==> src/rtl/hazard_scheduler.sv <==
// Pipeline sequencing: stage tags, load-use bubbles, data-memory handshake.
// Optional stall counters are built when HAZARD_PERF_CNT_EN is defined.
module hazard_scheduler #(
  parameter int RS_W   = 5,
  parameter int PERF_W = 32
) (
  input  logic            clk,
  input  logic            rst_n,
  input  logic            id_valid,
  input  logic [RS_W-1:0] id_rs1,
  input  logic [RS_W-1:0] id_rs2,
  input  logic            id_rs1_used,
  input  logic            id_rs2_used,
  input  logic [RS_W-1:0] id_rd,
  input  logic            id_reg_we,
  input  logic            id_is_load,
  input  logic            id_is_store,
  output logic            mem_req_valid,
  input  logic            mem_req_ready,
  input  logic            mem_resp_valid,
  output logic            stall,
  output logic            bubble,
  output logic [RS_W-1:0] ex_rd,
  output logic [RS_W-1:0] mem_req_rd,
  output logic [RS_W-1:0] mem_resp_rd,
  output logic [RS_W-1:0] wb_rd,
  output logic            ex_reg_we,
  output logic            mem_req_reg_we,
  output logic            mem_resp_reg_we,
  output logic            wb_reg_we
`ifdef HAZARD_PERF_CNT_EN
  ,
  output logic [PERF_W-1:0] stall_cnt_load,
  output logic [PERF_W-1:0] stall_cnt_mem
`endif
);

  typedef struct packed {
    logic            valid;
    logic [RS_W-1:0] rd;
    logic            we;
    logic            is_load;
    logic            is_store;
  } tag_t;

  tag_t r_ex, r_mr, r_rsp, r_wb;
  logic r_req_done;

  tag_t w_id_tag;
  tag_t w_ex_nx, w_mr_nx, w_rsp_nx, w_wb_nx;
  logic w_req_done_nx;
  logic w_mem_hold;
  logic w_load_use;
  logic w_req_hs;
  logic w_mr_mem;
  logic w_rs1_hit, w_rs2_hit;

  function automatic logic ld_hit(
    input tag_t            t,
    input logic [RS_W-1:0] rs
  );
    return t.valid & t.is_load & (t.rd == rs);
  endfunction

  assign w_id_tag = '{
    valid:    id_valid,
    rd:       id_rd,
    we:       id_reg_we,
    is_load:  id_is_load,
    is_store: id_is_store
  };

  assign w_mr_mem = r_mr.valid
                  & (r_mr.is_load | r_mr.is_store);

  assign mem_req_valid = w_mr_mem & ~r_req_done;
  assign w_req_hs = mem_req_valid & mem_req_ready;

  // Stores retire at acceptance; only loads wait on the response.
  assign w_mem_hold =
      (w_mr_mem & ~r_req_done & ~mem_req_ready)
    | (r_rsp.valid & r_rsp.is_load & ~mem_resp_valid);

  // A load in wb is visible through the writeback value already.
  assign w_rs1_hit = id_rs1_used & (id_rs1 != '0)
                   & (ld_hit(r_ex, id_rs1)
                    | ld_hit(r_mr, id_rs1)
                    | ld_hit(r_rsp, id_rs1));

  assign w_rs2_hit = id_rs2_used & (id_rs2 != '0)
                   & (ld_hit(r_ex, id_rs2)
                    | ld_hit(r_mr, id_rs2)
                    | ld_hit(r_rsp, id_rs2));

  assign w_load_use = id_valid & (w_rs1_hit | w_rs2_hit);

  assign stall  = w_mem_hold | w_load_use;
  assign bubble = w_load_use & ~w_mem_hold;

  always_comb begin
    w_ex_nx       = r_ex;
    w_mr_nx       = r_mr;
    w_rsp_nx      = r_rsp;
    w_wb_nx       = r_wb;
    w_req_done_nx = r_req_done;
    unique case (1'b1)
      w_mem_hold: begin
        w_req_done_nx = r_req_done | w_req_hs;
      end
      default: begin
        w_wb_nx       = r_rsp;
        w_rsp_nx      = r_mr;
        w_mr_nx       = r_ex;
        w_ex_nx       = w_load_use ? '0 : w_id_tag;
        w_req_done_nx = 1'b0;
      end
    endcase
  end

  always_ff @(posedge clk or negedge rst_n) begin
    if (!rst_n) begin
      r_ex       <= '0;
      r_mr       <= '0;
      r_rsp      <= '0;
      r_wb       <= '0;
      r_req_done <= 1'b0;
    end else begin
      r_ex       <= w_ex_nx;
      r_mr       <= w_mr_nx;
      r_rsp      <= w_rsp_nx;
      r_wb       <= w_wb_nx;
      r_req_done <= w_req_done_nx;
    end
  end

  assign ex_rd       = r_ex.rd;
  assign mem_req_rd  = r_mr.rd;
  assign mem_resp_rd = r_rsp.rd;
  assign wb_rd       = r_wb.rd;

  assign ex_reg_we = r_ex.valid & r_ex.we
                   & (r_ex.rd != '0);
  assign mem_req_reg_we = r_mr.valid & r_mr.we
                        & (r_mr.rd != '0);
  assign mem_resp_reg_we = r_rsp.valid & r_rsp.we
                         & (r_rsp.rd != '0);
  assign wb_reg_we = r_wb.valid & r_wb.we
                   & (r_wb.rd != '0);

`ifdef HAZARD_PERF_CNT_EN
  logic [PERF_W-1:0] r_cnt_load;
  logic [PERF_W-1:0] r_cnt_mem;

  always_ff @(posedge clk or negedge rst_n) begin
    if (!rst_n) begin
      r_cnt_load <= '0;
      r_cnt_mem  <= '0;
    end else begin
      if (bubble)
        r_cnt_load <= r_cnt_load + 1'b1;
      if (w_mem_hold)
        r_cnt_mem <= r_cnt_mem + 1'b1;
    end
  end

  assign stall_cnt_load = r_cnt_load;
  assign stall_cnt_mem  = r_cnt_mem;
`else
  localparam int unused_perf_w = PERF_W;
`endif

endmodule

==> config.mk <==
export PLATFORM = sky130hd
export DESIGN_NAME = hazard_scheduler
export DESIGN_NICKNAME = d
export VERILOG_FILES = /design/src/rtl/hazard_scheduler.sv
export SDC_FILE = /design/constraint.sdc
export NUM_CORES = 1
export LEC_CHECK = 0
export ABC_AREA = 1
export ABC_CLOCK_PERIOD_IN_PS = 1450
export CORE_ASPECT_RATIO = 0.9
export CORE_UTILIZATION = 45
export CTS_CLUSTER_SIZE = 25
export DETAILED_ROUTE_END_ITERATION = 12
export PLACE_DENSITY = 0.75
export REMOVE_ABC_BUFFERS = 1
export SLEW_MARGIN = 20
export SYNTH_ARGS = -nofsm -noshare
export SYNTH_HDL_FRONTEND = slang
export SYNTH_SLANG_ARGS = --single-unit
==> constraint.sdc <==
create_clock -name clk -period 1.45 [get_ports clk]
set_input_delay 0.29 -clock clk [delete_from_list [all_inputs] [get_ports clk]]
set_output_delay 0.29 -clock clk [all_outputs]
set_load 0.02 [all_outputs]
# Yosys cells after proc, flatten, opt, wreduce, memory -nomap -nowiden
# Cells that the tools add are included.
[word_totals]
reg_bits = 34
[classes]
n_reduce_logical = 6
n_eq_ne = 6
n_mux = 2
bitwise = 41
[op_table]
columns = ["op", "count"]
rows = [
  ["5-bit equality test", 6],
  ["5-bit nonzero test", 6],
  ["1-bit bitwise AND", 28],
  ["9-bit 2-to-1 mux", 1],
  ["1-bit bitwise OR", 9],
  ["1-bit NOT", 4],
  ["1-bit 2-to-1 mux", 1],
]

# Longest topological paths before layout
[depth]
word_depth = 8
depth_mapped = 11
ltp_nobuf = 11

# Least setup slack after synthesis
# No wires, ideal clock.
[synth_path]
kind = "flip-flop to output port"
from = "register r_mr[8] in the netlist's numbering"
to = "output port stall"
path_buffers = 1
t_arrival_ns = 1.325
path_stages_with_launch = 8
slack_ns = -0.165
cell_sequence = "dfrtp_1 > nand2_1 > a21oi_2 > nand2_2 > nand2_4 > inv_2 > buf_6 > nand2_1"
[synth_rtl]
columns = ["item", "line", "rtl"]
rows = [
  ["start, declared", "46", "tag_t r_ex, r_mr, r_rsp, r_wb;"],
  ["start signal, assigned", "129", "r_mr <= w_mr_nx;"],
  ["1-bit bitwise AND", "74", "& (r_mr.is_load | r_mr.is_store);"],
  ["1-bit bitwise AND", "--", ""],
  ["named net mem_req_valid", "18", "output logic mem_req_valid,"],
  ["1-bit bitwise AND", "81", "(w_mr_mem & ~r_req_done & ~mem_req_ready)"],
  ["1-bit bitwise OR", "82", "| (r_rsp.valid & r_rsp.is_load & ~mem_resp_valid);"],
  ["1-bit bitwise OR", "97", "assign stall = w_mem_hold | w_load_use;"],
  ["end, declared", "21", "output logic stall,"],
]
# The timed path passes the listed nets, and every way through them passes these cells.

# Worst setup path in the final report
[layout_path]
from = "register r_ex, in the netlist ex_rd[4]"
to = "output port bubble"
[layout_via]
elab_chain_cells = 8
[layout_lines]
columns = ["item", "line", "rtl"]
rows = [
  ["start, declared", "46", ""],
  ["start signal, assigned", "128", "r_ex <= w_ex_nx;"],
  ["5-bit equality test", "62", "return t.valid & t.is_load & (t.rd == rs);"],
  ["1-bit bitwise AND", "62", ""],
  ["1-bit bitwise OR, on equally long branches", "87, 92", ""],
  ["1-bit bitwise OR, on equally long branches", "88, 93", ""],
  ["1-bit bitwise AND, on equally long branches", "86, 91", ""],
  ["1-bit bitwise OR (*)", "95", "assign w_load_use = id_valid & (w_rs1_hit | w_rs2_hit);"],
  ["1-bit bitwise AND (*)", "95", ""],
  ["1-bit bitwise AND (*)", "98", "assign bubble = w_load_use & ~w_mem_hold;"],
  ["end, declared", "22", "output logic bubble,"],
]
# Mark *: on every way between the ends. The rest lies on a longest branch, timed or not.

==> metrics.txt <==
leak pwr 1.77 nW; Fin. Hold Viols 0; Root Buffer clkbuf_8; Core ar. 4490 µm²; Area Growth Syn to Fin 54.9%; internal power 4.20 mW; post-route ant nets 0; Synth area leaders dfrtp_1, nand2_1, buf_4; H-tree depth 2; post-synthesis sequential area ratio 0.400; synthesis-stage register bit count 34; Clock transition at path regs 70 ps; post-synth top area share 0.400; Yosys cell types 21; Worst-Margin Slew 295 ps; grt ovf 0; Max Cap Violations 0; R2R Setup Slk -90 ps; failing checks setup timing; part of the power in combinational logic 0.625; DP HPWL 4290 µm; Detailed Routing Iterations Pass 1 4; final-report max-slew violation count 0; Slew headroom 0.804; Hold Crit Class input pin to asynchronous set/reset pin; Cell Area, Synth 2130 µm²; n_diodes 0; CP Max Fanout 4; outcome finished with violations; row cnt 23; crit share post-route 1.35; Highest Clock Rate 512 MHz; Post-CTS Hold Fix Bufs 0; share of cells above drive strength 1 0.328; power after layout 7.32 mW; mean routed wirelength per cell 12.9 µm; synthesized instance count 314; vias in the first global route 2093; reg2reg path depth 12; first-pass GRT wire length 9340 µm; Critical Path Stages 11; GRT Total Usage 0.252; Net Sw Power 3.12 mW; largest net degree at the start of global routing 38; TritonCTS buffer count 5; CP top delay family simple AND/OR/NAND/NOR gates; data required time of the worst path 1160 ps; Clk pwr share 0.123; reg-to-reg endpoint r_ex[2]$_DFFE_PN0N_; Critical-path top delay cell dfrtp_1; Vias 2313; Buffers on Ports 51; Core Util, Final 0.734; initial DRC count 147; Yosys warnings 0; CP Class flop to output port; clk buf depth 2; post-synth top area cell dfrtp_1; critical path launch point ex_rd[4]$_DFFE_PN0N_; I/O Pins 52; clock skew 2.23 ps; PwrDens 2220 nW/µm²; Min Hold Slack 370 ps; routability cong. 0.952; Max VDD drop 1210 µV; initial antenna violation count 0; Skew-Pair Late Insertion Delay 290 ps; CP Launch Type flop; die area 5010 µm²; DRC 0; Setup-failing EPs final 15; setup slack after layout -501 ps; CTS Sinks 34; RSZ-0062 raised after global routing true; max incr delay on CP 420 ps; Starting Density 0.474; CTS tree done; # fillers 372; switching share of power 0.426; DR vias/cell 4.88; Routed WL 6100 µm; r2r startpoint ex_rd[4]$_DFFE_PN0N_; Critical Path Sink bubble; Final min period 1950 ps; die extent in x 74.5 µm; post-synthesis area per instance 6.77 µm²; Critical Path End Type output port; Critical Path AT 1660 ps; Bufs and invs on worst path 2; Die H 67.2 µm; CP cell instances inv_2 > nand2_2 > nand2_1 > nor2_1 > nand3_1 > nand3_1 > nand2_1 > nand2_2 > nand2_4 > nor2_4 > buf_6; Seq pwr share 0.252; nets 437
[how the worst min path moves through the flow]
stage | end | cells past startpoint | startpoint | slack [ps]
CTS | wb_rd[1]$_DFFE_PN0N_ | 2 | rst_n | 380
global placement | r_mr[0]$_DFFE_PN0N_ | 2 | r_ex[0]$_DFFE_PN0N_ | 450
floorplan | ex_rd[0]$_DFFE_PN0N_ | 0 | rst_n | -6
finish | r_wb[2]$_DFFE_PN0N_ | 2 | rst_n | 370
detailed placement | r_mr[0]$_DFFE_PN0N_ | 2 | r_ex[0]$_DFFE_PN0N_ | 460
global route | r_wb[2]$_DFFE_PN0N_ | 2 | rst_n | 380
[cells in the mapped netlist (all sizes together)]
cell and n:
or2 1, inv 39, buf 25, dfrtp 34, o22ai 1, nand3 20
o31ai 1, nand4 1, o21ai 28, nand2 130, a21oi 2, or3 1
clkbuf 1, nor2 26, o311ai 4
[worst register-to-register path, cell delays in order, from the launching register on]
cell     delay (ps)
dfrtp_1         420
inv_2            90
nand2_2          60
nand2_1          50
nor2_1           90
nand3_1         100
nand3_1         100
nand2_1          70
nand2_2         120
nand2_4          80
buf_6           140
nand3_1          80
nand2_1          50
[flip-flops by register name (all words and copies together) (netlist names)]
| name | flops |
|---|---|
| mem_resp_rd | 5 |
| ex_rd | 5 |
| r_rsp | 3 |
| r_ex | 4 |
| r_req_done | 1 |
| r_mr | 4 |
| r_wb | 2 |
| wb_rd | 5 |
| mem_req_rd | 5 |
[kinds of logic (layout without fill, tap and decap cells)]
group                  Yosys count  count (layout)  synth area share
buffers and inverters           65             163             0.162
DFF                             34              34             0.400
AOI/OAI and AO/OA               36              36            0.0982
and+or+nand+nor                179             179             0.339
[placed cells by master (no fill, tap or decap), drive strengths merged, types with 12 or more instances in the layout]
cell type and count:
dlygate4sd2 12, nand3 20, clkbuf 13, nand2 130
buf 77, o21ai 28, nor2 26, dfrtp 34
inv 39, clkdlybuf4s50 14
[power groups by stage]
stage          clock, mW  combinational (mW)  sequential, mW
2_1_floorplan          0                1.42            2.10
3_3_place_gp           0                3.88            1.74
3_5_place_dp           0                3.93            1.77
4_1_cts            0.909                3.98            1.79
5_1_grt            0.961                4.98            1.89
6_report           0.896                4.58            1.85
[stage by stage]
step / cell area (µm²) / cells / setup slack, ps / setup TNS [ps]
6_report: 3290 / 474 / -501 / -3010
5_1_grt: 3290 / 474 / -623 / -5330
4_1_cts: 3090 / 466 / -518 / -2960
3_5_place_dp: 2940 / 456 / -1130 / -14800
3_3_place_gp: 2940 / 456 / -1120 / -13910
2_1_floorplan: 1930 / 288 / -378 / -2880
[metal layers]
metal | wire length, µm | GRT usage | share of wire
met5 | 0 | 0.0222 | 0
met4 | 106 | 0.0873 | 0.017
met3 | 342 | 0.0612 | 0.056
met2 | 2950 | 0.411 | 0.48
met1 | 2700 | 0.324 | 0.44
[timing repair]
| action | 4_1_cts | 5_1_grt |
|---|---|---|
| cloned | 0 | 0 |
| buffers inserted | 6 | 9 |
| resized for setup | 114 | 64 |
| pin swaps | 14 | 15 |
| setup endpoints to repair | 52 | 50 |
| endpoints found under the hold margin | 0 | 0 |
[cell type report]
class,instances,area (µm²),area share
Clock buffer,6,82.6,0.0251
Clock inverter,1,30.0,0.00912
Inverter,39,146,0.0444
Multi-Input combinational cell,215,1060,0.323
Sequential cell,34,853,0.259
Tap cell,62,77.6,0.0235
Timing Repair Buffer,117,1040,0.316
(Power assumes the default switching activity.)
